`src/rtl/mult_seq.sv`:
```
// Sequential signed WIDTH x WIDTH shift-add multiplier with a fixed latency of WIDTH+1 cycles.
// Shares the divider's start/abort/result handshake so the multdiv wrapper can mux the two units.
module mult_seq #(
    parameter int unsigned WIDTH = 32
) (
    input  logic             clock,
    input  logic             reset,
    input  logic [WIDTH-1:0] data_operandA,
    input  logic [WIDTH-1:0] data_operandB,
    input  logic             ctrl_MULT,
    input  logic             ctrl_DIV,
    output logic [WIDTH-1:0] data_result,
    output logic             data_exception,
    output logic             data_resultRDY
);

    localparam int unsigned CntW = (WIDTH > 1) ? $clog2(WIDTH) : 1;
    localparam logic [CntW-1:0] LastIter = CntW'(WIDTH - 1);

    typedef enum logic [1:0] {
        StIdle,
        StRun,
        StDone
    } state_e;

    state_e            state_q, state_d;
    logic [CntW-1:0]   counter_q, counter_d;
    logic [WIDTH-1:0]  mcand_q, mcand_d;
    logic [WIDTH-1:0]  mplier_q, mplier_d;
    logic [WIDTH-1:0]  acc_hi_q, acc_hi_d;
    logic              neg_q, neg_d;
    logic [WIDTH-1:0]  result_q, result_d;
    logic              exception_q, exception_d;
    logic              rdy_q, rdy_d;

    logic [WIDTH-1:0]   abs_a, abs_b, addend;
    logic [WIDTH:0]     sum;
    logic [2*WIDTH-1:0] mag, prod;
    logic [WIDTH:0]     prod_top;

    // |-2^(WIDTH-1)| wraps to itself, which is the correct unsigned magnitude.
    assign abs_a = data_operandA[WIDTH-1] ? -data_operandA : data_operandA;
    assign abs_b = data_operandB[WIDTH-1] ? -data_operandB : data_operandB;

    assign addend = mplier_q[0] ? mcand_q : '0;
    assign sum    = {1'b0, acc_hi_q} + {1'b0, addend};

    assign mag      = {acc_hi_q, mplier_q};
    assign prod     = neg_q ? -mag : mag;
    // Product fits in WIDTH signed bits only if the upper half is a sign extension of bit WIDTH-1.
    assign prod_top = prod[2*WIDTH-1:WIDTH-1];

    always_comb begin
        state_d     = state_q;
        counter_d   = counter_q;
        mcand_d     = mcand_q;
        mplier_d    = mplier_q;
        acc_hi_d    = acc_hi_q;
        neg_d       = neg_q;
        result_d    = result_q;
        exception_d = exception_q;
        rdy_d       = 1'b0;

        if (ctrl_DIV) begin
            state_d   = StIdle;
            counter_d = '0;
        end else if (ctrl_MULT) begin
            // A start in any state restarts; the in-flight operation is dropped.
            mcand_d   = abs_a;
            mplier_d  = abs_b;
            neg_d     = data_operandA[WIDTH-1] ^ data_operandB[WIDTH-1];
            acc_hi_d  = '0;
            counter_d = '0;
            state_d   = StRun;
        end else begin
            case (state_q)
                StRun: begin
                    acc_hi_d  = sum[WIDTH:1];
                    mplier_d  = {sum[0], mplier_q[WIDTH-1:1]};
                    counter_d = counter_q + CntW'(1);
                    if (counter_q == LastIter) begin
                        state_d = StDone;
                    end
                end
                StDone: begin
                    result_d    = prod[WIDTH-1:0];
                    exception_d = !((&prod_top) || !(|prod_top));
                    rdy_d       = 1'b1;
                    state_d     = StIdle;
                end
                default: begin
                    state_d = StIdle;
                end
            endcase
        end
    end

    always_ff @(posedge clock or negedge reset) begin
        if (!reset) begin
            state_q     <= StIdle;
            counter_q   <= '0;
            mcand_q     <= '0;
            mplier_q    <= '0;
            acc_hi_q    <= '0;
            neg_q       <= 1'b0;
            result_q    <= '0;
            exception_q <= 1'b0;
            rdy_q       <= 1'b0;
        end else begin
            state_q     <= state_d;
            counter_q   <= counter_d;
            mcand_q     <= mcand_d;
            mplier_q    <= mplier_d;
            acc_hi_q    <= acc_hi_d;
            neg_q       <= neg_d;
            result_q    <= result_d;
            exception_q <= exception_d;
            rdy_q       <= rdy_d;
        end
    end

    assign data_result    = result_q;
    assign data_exception = exception_q;
    assign data_resultRDY = rdy_q;

endmodule

```
`config.mk`:
```
export PLATFORM = sky130hd
export DESIGN_NAME = mult_seq
export DESIGN_NICKNAME = d
export VERILOG_FILES = /design/src/rtl/mult_seq.sv
export SDC_FILE = /design/constraint.sdc
export NUM_CORES = 1
export LEC_CHECK = 0
export ABC_AREA = 1
export BUFFER_PORTS_ARGS = -buffer_cell sky130_fd_sc_hd__buf_2
export CORE_MARGIN = 2
export CORE_UTILIZATION = 66
export CTS_CLUSTER_SIZE = 30
export DETAILED_ROUTE_END_ITERATION = 8
export PLACE_DENSITY = 0.95
export SYNTH_ARGS = -nofsm -noshare
export SYNTH_HDL_FRONTEND = slang
export SYNTH_SLANG_ARGS = --single-unit
```
`constraint.sdc`:
```
create_clock -name clock -period 5.6 [get_ports clock]
set_input_delay 1.12 -clock clock [delete_from_list [all_inputs] [get_ports clock]]
set_output_delay 1.12 -clock clock [all_outputs]
set_load 0.05 [all_outputs]
```
==> impl_metrics.csv <==
group,metric,value,unit
logic_synthesis,edff_count_synth,0,
global_routing,overflow,0,
critical_path,critical_path_required,5900,ps
timing,timing.final.hold_violations,0,
logic_synthesis,area_share_of_fa_ha_maj_cells_after_synthesis,0.04299,
clocking,post-cts-setup-buffer-count,0,
logic_synthesis,synth_top_family_by_area,"simple AND/OR/NAND/NOR gates",
logic_synthesis,post_synthesis_instance_area,11230,sq um
logic_synthesis,synth-seq-area-share,0.3074,
place,global_placement_routability_congestion,1.060,
timing,max_freq,291.9,MHz
critical_path,critPathMaxFanout,33,
timing,final.min_clock_period,3426,ps
power,power_frac_clock,0.294,
critical_path,reg2reg_to,"acc_hi_q[25]$_DFFE_PN0P_",
logic_synthesis,netlist_instances,1772,
global_routing,grtUsageTotal,0.3918,
floorplanning,ios,102,
place,post-place-ws,1955,ps
power,power.density_cell_area,281.1,nW/um^2
floorplanning,core.rowCount,47,
final_layout,area_delta_synth_final,10.36,%
route,drtPass1Iterations,9,
power,combinational_cell_fraction_of_total_power,0.331,
floorplanning,core,16580,sq um
route,drtIter0Drc,1844,
clocking,clock_buffer_depth,2,
logic_synthesis,synth_simple_gate_area_share,0.3403,
route,postRouteAntennaNets,0,
power,static-leakage-power,0.006468,uW
clocking,cts_tree,"yes",
floorplanning,initial_utilization,0.6775,
global_routing,grt_antenna_before_repair,1,
floorplanning,floorplan.die_area,18080,sq um
route,vias_per_cell,5.999,
clocking,cts_inserted_buffers,17,
global_routing,grt_start_max_net_pins,90,
outcome,outcome,"completed",
route,postRouteWirelength,34.73,mm
timing,timing.clock.skew,6.149,ps
critical_path,critPathCapture,"acc_hi_q[25]$_DFFE_PN0P_",
timing,min_period_over_period,0.6117,
timing,tightestPinTransition,1313,ps
critical_path,critPathArrivalTime,3730,ps
clocking,clock_latency,430,ps
final_layout,layout.cells.most_common_list,"545 x sky130_fd_sc_hd__nand2_1, 228 x sky130_fd_sc_hd__nor2_1, 191 x sky130_fd_sc_hd__inv_1",
final_layout,commonest_non_fill_non_tap_cell_in_the_layout,"sky130_fd_sc_hd__nand2_1",
final_layout,design.final.nets,1953,
clocking,clock_tree.root_cell,"sky130_fd_sc_hd__clkbuf_16",
timing,setup_violations,0,
power,p_sw,1439,uW
timing,grt_setup_unrepaired,"no",
critical_path,worstSetupEndpointType,"flip-flop",
critical_path,crit_start,"mplier_q[0]$_DFFE_PN0P_",
logic_synthesis,average_instance_area_after_synthesis,6.340,sq um
logic_synthesis,synth_async_reset_ratio,1.000,
place,io_buffer_count,101,
place,hpwl,26.16,mm
logic_synthesis,mappedNetlistNets,1878,
critical_path,r2r-start,"mplier_q[0]$_DFFE_PN0P_",
logic_synthesis,ys_warn_count,0,
logic_synthesis,synth_mux_area_frac,0,
critical_path,worst_r2r_path_depth,15,
global_routing,grt_first_pass_wirelength,56.30,mm
floorplanning,die_w,134.5,um
timing,worst_path_setup_slack_after_routing,2174,ps
flow_run,max-cap-violations,0,
route,avgRoutedWirePerCell,16.70,um
clocking,postCtsHoldBufs,0,
route,dr_total_vias,12480,
final_layout,num_antenna_cells,0,
critical_path,setup.worst_path.start_class,"flip-flop",
power,worst_ir_drop_vdd,264.6,uV
power,power_switching_share,0.4129,
clocking,clkTransAtPathRegs,60,ps
timing,slew_violations,0,
global_routing,vias_in_the_first_global_route,11470,
clocking,postCtsResizedCells,0,
logic_synthesis,post_synthesis_xor_xnor_area_fraction,0.06081,
logic_synthesis,synth_top_flop_cell,"sky130_fd_sc_hd__dfrtp_1",
logic_synthesis,synth_compound_gate_area_share,0.1637,
logic_synthesis,ys_ff_latch,138,
timing,maxSlewHeadroom,0.1236,
floorplanning,die_y,134.5,um
final_layout,post_route_cells_drive_above_1_share,0.09570,
critical_path,reg2reg_slack,2170,ps
timing,totalNegativeSetupSlack,0,ps
hold_path,min_path_type,"flip-flop to flip-flop",
clocking,cts_htree_levels,4,
clocking,clkSinkCount,138,
critical_path,setup.worst_path.class,"flip-flop to flip-flop",
logic_synthesis,yosys.cell_types.count,52,
power,intPower,2046,uW
power,seq_power_share,0.375,
route,drt_drc_violations_left,0,
stage by stage:
| step | cell area, sq um | util | hold WS [ps] | power, uW | std cells |
|---|---|---|---|---|---|
| 2_1_floorplan | 11230 | - | 432.7 | 2051 | 1772 |
| 3_3_place_gp | 11870 | 0.7156 | 452.9 | 2362 | 2048 |
| 3_5_place_dp | 11870 | 0.7156 | 462.6 | 2405 | 2048 |
| 4_1_cts | 12400 | 0.7476 | 482.7 | 3432 | 2080 |
| 5_1_grt | 12400 | 0.7476 | 505.6 | 3666 | 2080 |
| 6_report | 12400 | 0.7476 | 477.1 | 3486 | 2080 |
logic make-up after synthesis:
group	count (synthesis)
buffers and inverters	250
flip-flops	138
AND/OR/NAND/NOR	934
XOR/XNOR	78
AO/OA/AOI/OAI	334
adder cells (fa/ha/maj)	38
sequential cells by signal, indices dropped and copies added, names as in the netlist:
signal	count
data_resultRDY	1
data_result	32
data_exception	1
mcand_q	32
acc_hi_q	32
neg_q	1
state_q	2
mplier_q	32
counter_q	5
worst max-delay path, cell delays in order, from the launching register on:
cell                      delay, ps
sky130_fd_sc_hd__dfrtp_1        980
sky130_fd_sc_hd__nand2_1        110
sky130_fd_sc_hd__inv_1          100
sky130_fd_sc_hd__ha_1           160
sky130_fd_sc_hd__inv_1           60
sky130_fd_sc_hd__fa_1           400
sky130_fd_sc_hd__o21ai_1        230
sky130_fd_sc_hd__a21oi_1        170
sky130_fd_sc_hd__o21ai_1        220
sky130_fd_sc_hd__nand2_1         80
sky130_fd_sc_hd__nand2_1        170
sky130_fd_sc_hd__a21oi_1        140
sky130_fd_sc_hd__o21ai_0        260
sky130_fd_sc_hd__nand2_1         80
sky130_fd_sc_hd__nand2_1         60
sky130_fd_sc_hd__o21ai_0         80
metal layers:
layer	wire [um]	track usage
met1	13790	0.5367
met2	15030	0.5944
met3	4480	0.09985
met4	1412	0.1637
met5	16	0
synthesized netlist by cell type, types with 2 or more instances:
library cell	count	area share
sky130_fd_sc_hd__nand2_1	545	0.18
sky130_fd_sc_hd__nor2_1	228	0.076
sky130_fd_sc_hd__inv_1	191	0.064
sky130_fd_sc_hd__o21ai_0	190	0.085
sky130_fd_sc_hd__dfrtp_1	138	0.31
sky130_fd_sc_hd__nand3_1	83	0.037
sky130_fd_sc_hd__a21oi_1	71	0.032
sky130_fd_sc_hd__xor2_1	62	0.048
sky130_fd_sc_hd__clkbuf_1	41	0.014
sky130_fd_sc_hd__ha_1	37	0.041
sky130_fd_sc_hd__nor3_1	17	0.0076
sky130_fd_sc_hd__nand4_1	16	0.0089
sky130_fd_sc_hd__xnor2_1	16	0.012
sky130_fd_sc_hd__a31oi_1	13	0.0072
sky130_fd_sc_hd__o21ai_1	11	0.0049
sky130_fd_sc_hd__nor2_2	10	0.0056
sky130_fd_sc_hd__o22ai_1	10	0.0056
sky130_fd_sc_hd__inv_2	7	0.0023
sky130_fd_sc_hd__a21boi_0	6	0.0040
sky130_fd_sc_hd__a21o_1	5	0.0033
sky130_fd_sc_hd__buf_2	5	0.0022
sky130_fd_sc_hd__nand2_2	5	0.0028
sky130_fd_sc_hd__nand3b_1	5	0.0033
sky130_fd_sc_hd__o21bai_1	5	0.0033
sky130_fd_sc_hd__o31ai_1	5	0.0033
sky130_fd_sc_hd__or2_2	5	0.0028
sky130_fd_sc_hd__buf_1	4	0.0013
sky130_fd_sc_hd__nor4_1	4	0.0022
sky130_fd_sc_hd__o211ai_1	4	0.0027
sky130_fd_sc_hd__and2_1	3	0.0017
sky130_fd_sc_hd__nor2_4	3	0.0030
sky130_fd_sc_hd__nor3_2	3	0.0027
sky130_fd_sc_hd__a22oi_1	2	0.0013
sky130_fd_sc_hd__nand3_2	2	0.0018
sky130_fd_sc_hd__o21ai_4	2	0.0029
sky130_fd_sc_hd__o221ai_1	2	0.0016
how the worst min path moves through the flow:
stage                     cells after the start                           to                   startpoint  slack (ps)
after floorplan                               1     counter_q[3]$_DFFE_PN0P_     counter_q[3]$_DFFE_PN0P_         430
after CTS                                     2  data_result[27]$_DFFE_PN0P_  data_result[27]$_DFFE_PN0P_         480
after detailed placement                      1     counter_q[3]$_DFFE_PN0P_     counter_q[3]$_DFFE_PN0P_         460
after global routing                          2      mcand_q[27]$_DFFE_PN0P_      mcand_q[27]$_DFFE_PN0P_         510
final                                         2   data_result[4]$_DFFE_PN0P_   data_result[4]$_DFFE_PN0P_         480
after global placement                        1     counter_q[3]$_DFFE_PN0P_     counter_q[3]$_DFFE_PN0P_         450
final cells by class:
cell class              instances  area [sq um]
clock buffers                  19         432.9
clock inverters                13         97.59
fillers                      1313          4185
inverters                     199         747.0
multi-input cells            1384          6834
flip-flops and latches        138          3455
well taps                     220         275.3
repair buffers                107         556.8
power groups by stage:
| stage | registers [uW] | logic [uW] | clock network (uW) |
|---|---|---|---|
| 3_5_place_dp | 1300 | 1100 | 0 |
| 5_1_grt | 1320 | 1290 | 1060 |
| 6_report | 1310 | 1150 | 1020 |
| 3_3_place_gp | 1300 | 1060 | 0 |
| 2_1_floorplan | 1220 | 831 | 0 |
| 4_1_cts | 1290 | 1120 | 1020 |
Note: power is estimated with default switching activity, not from simulation.
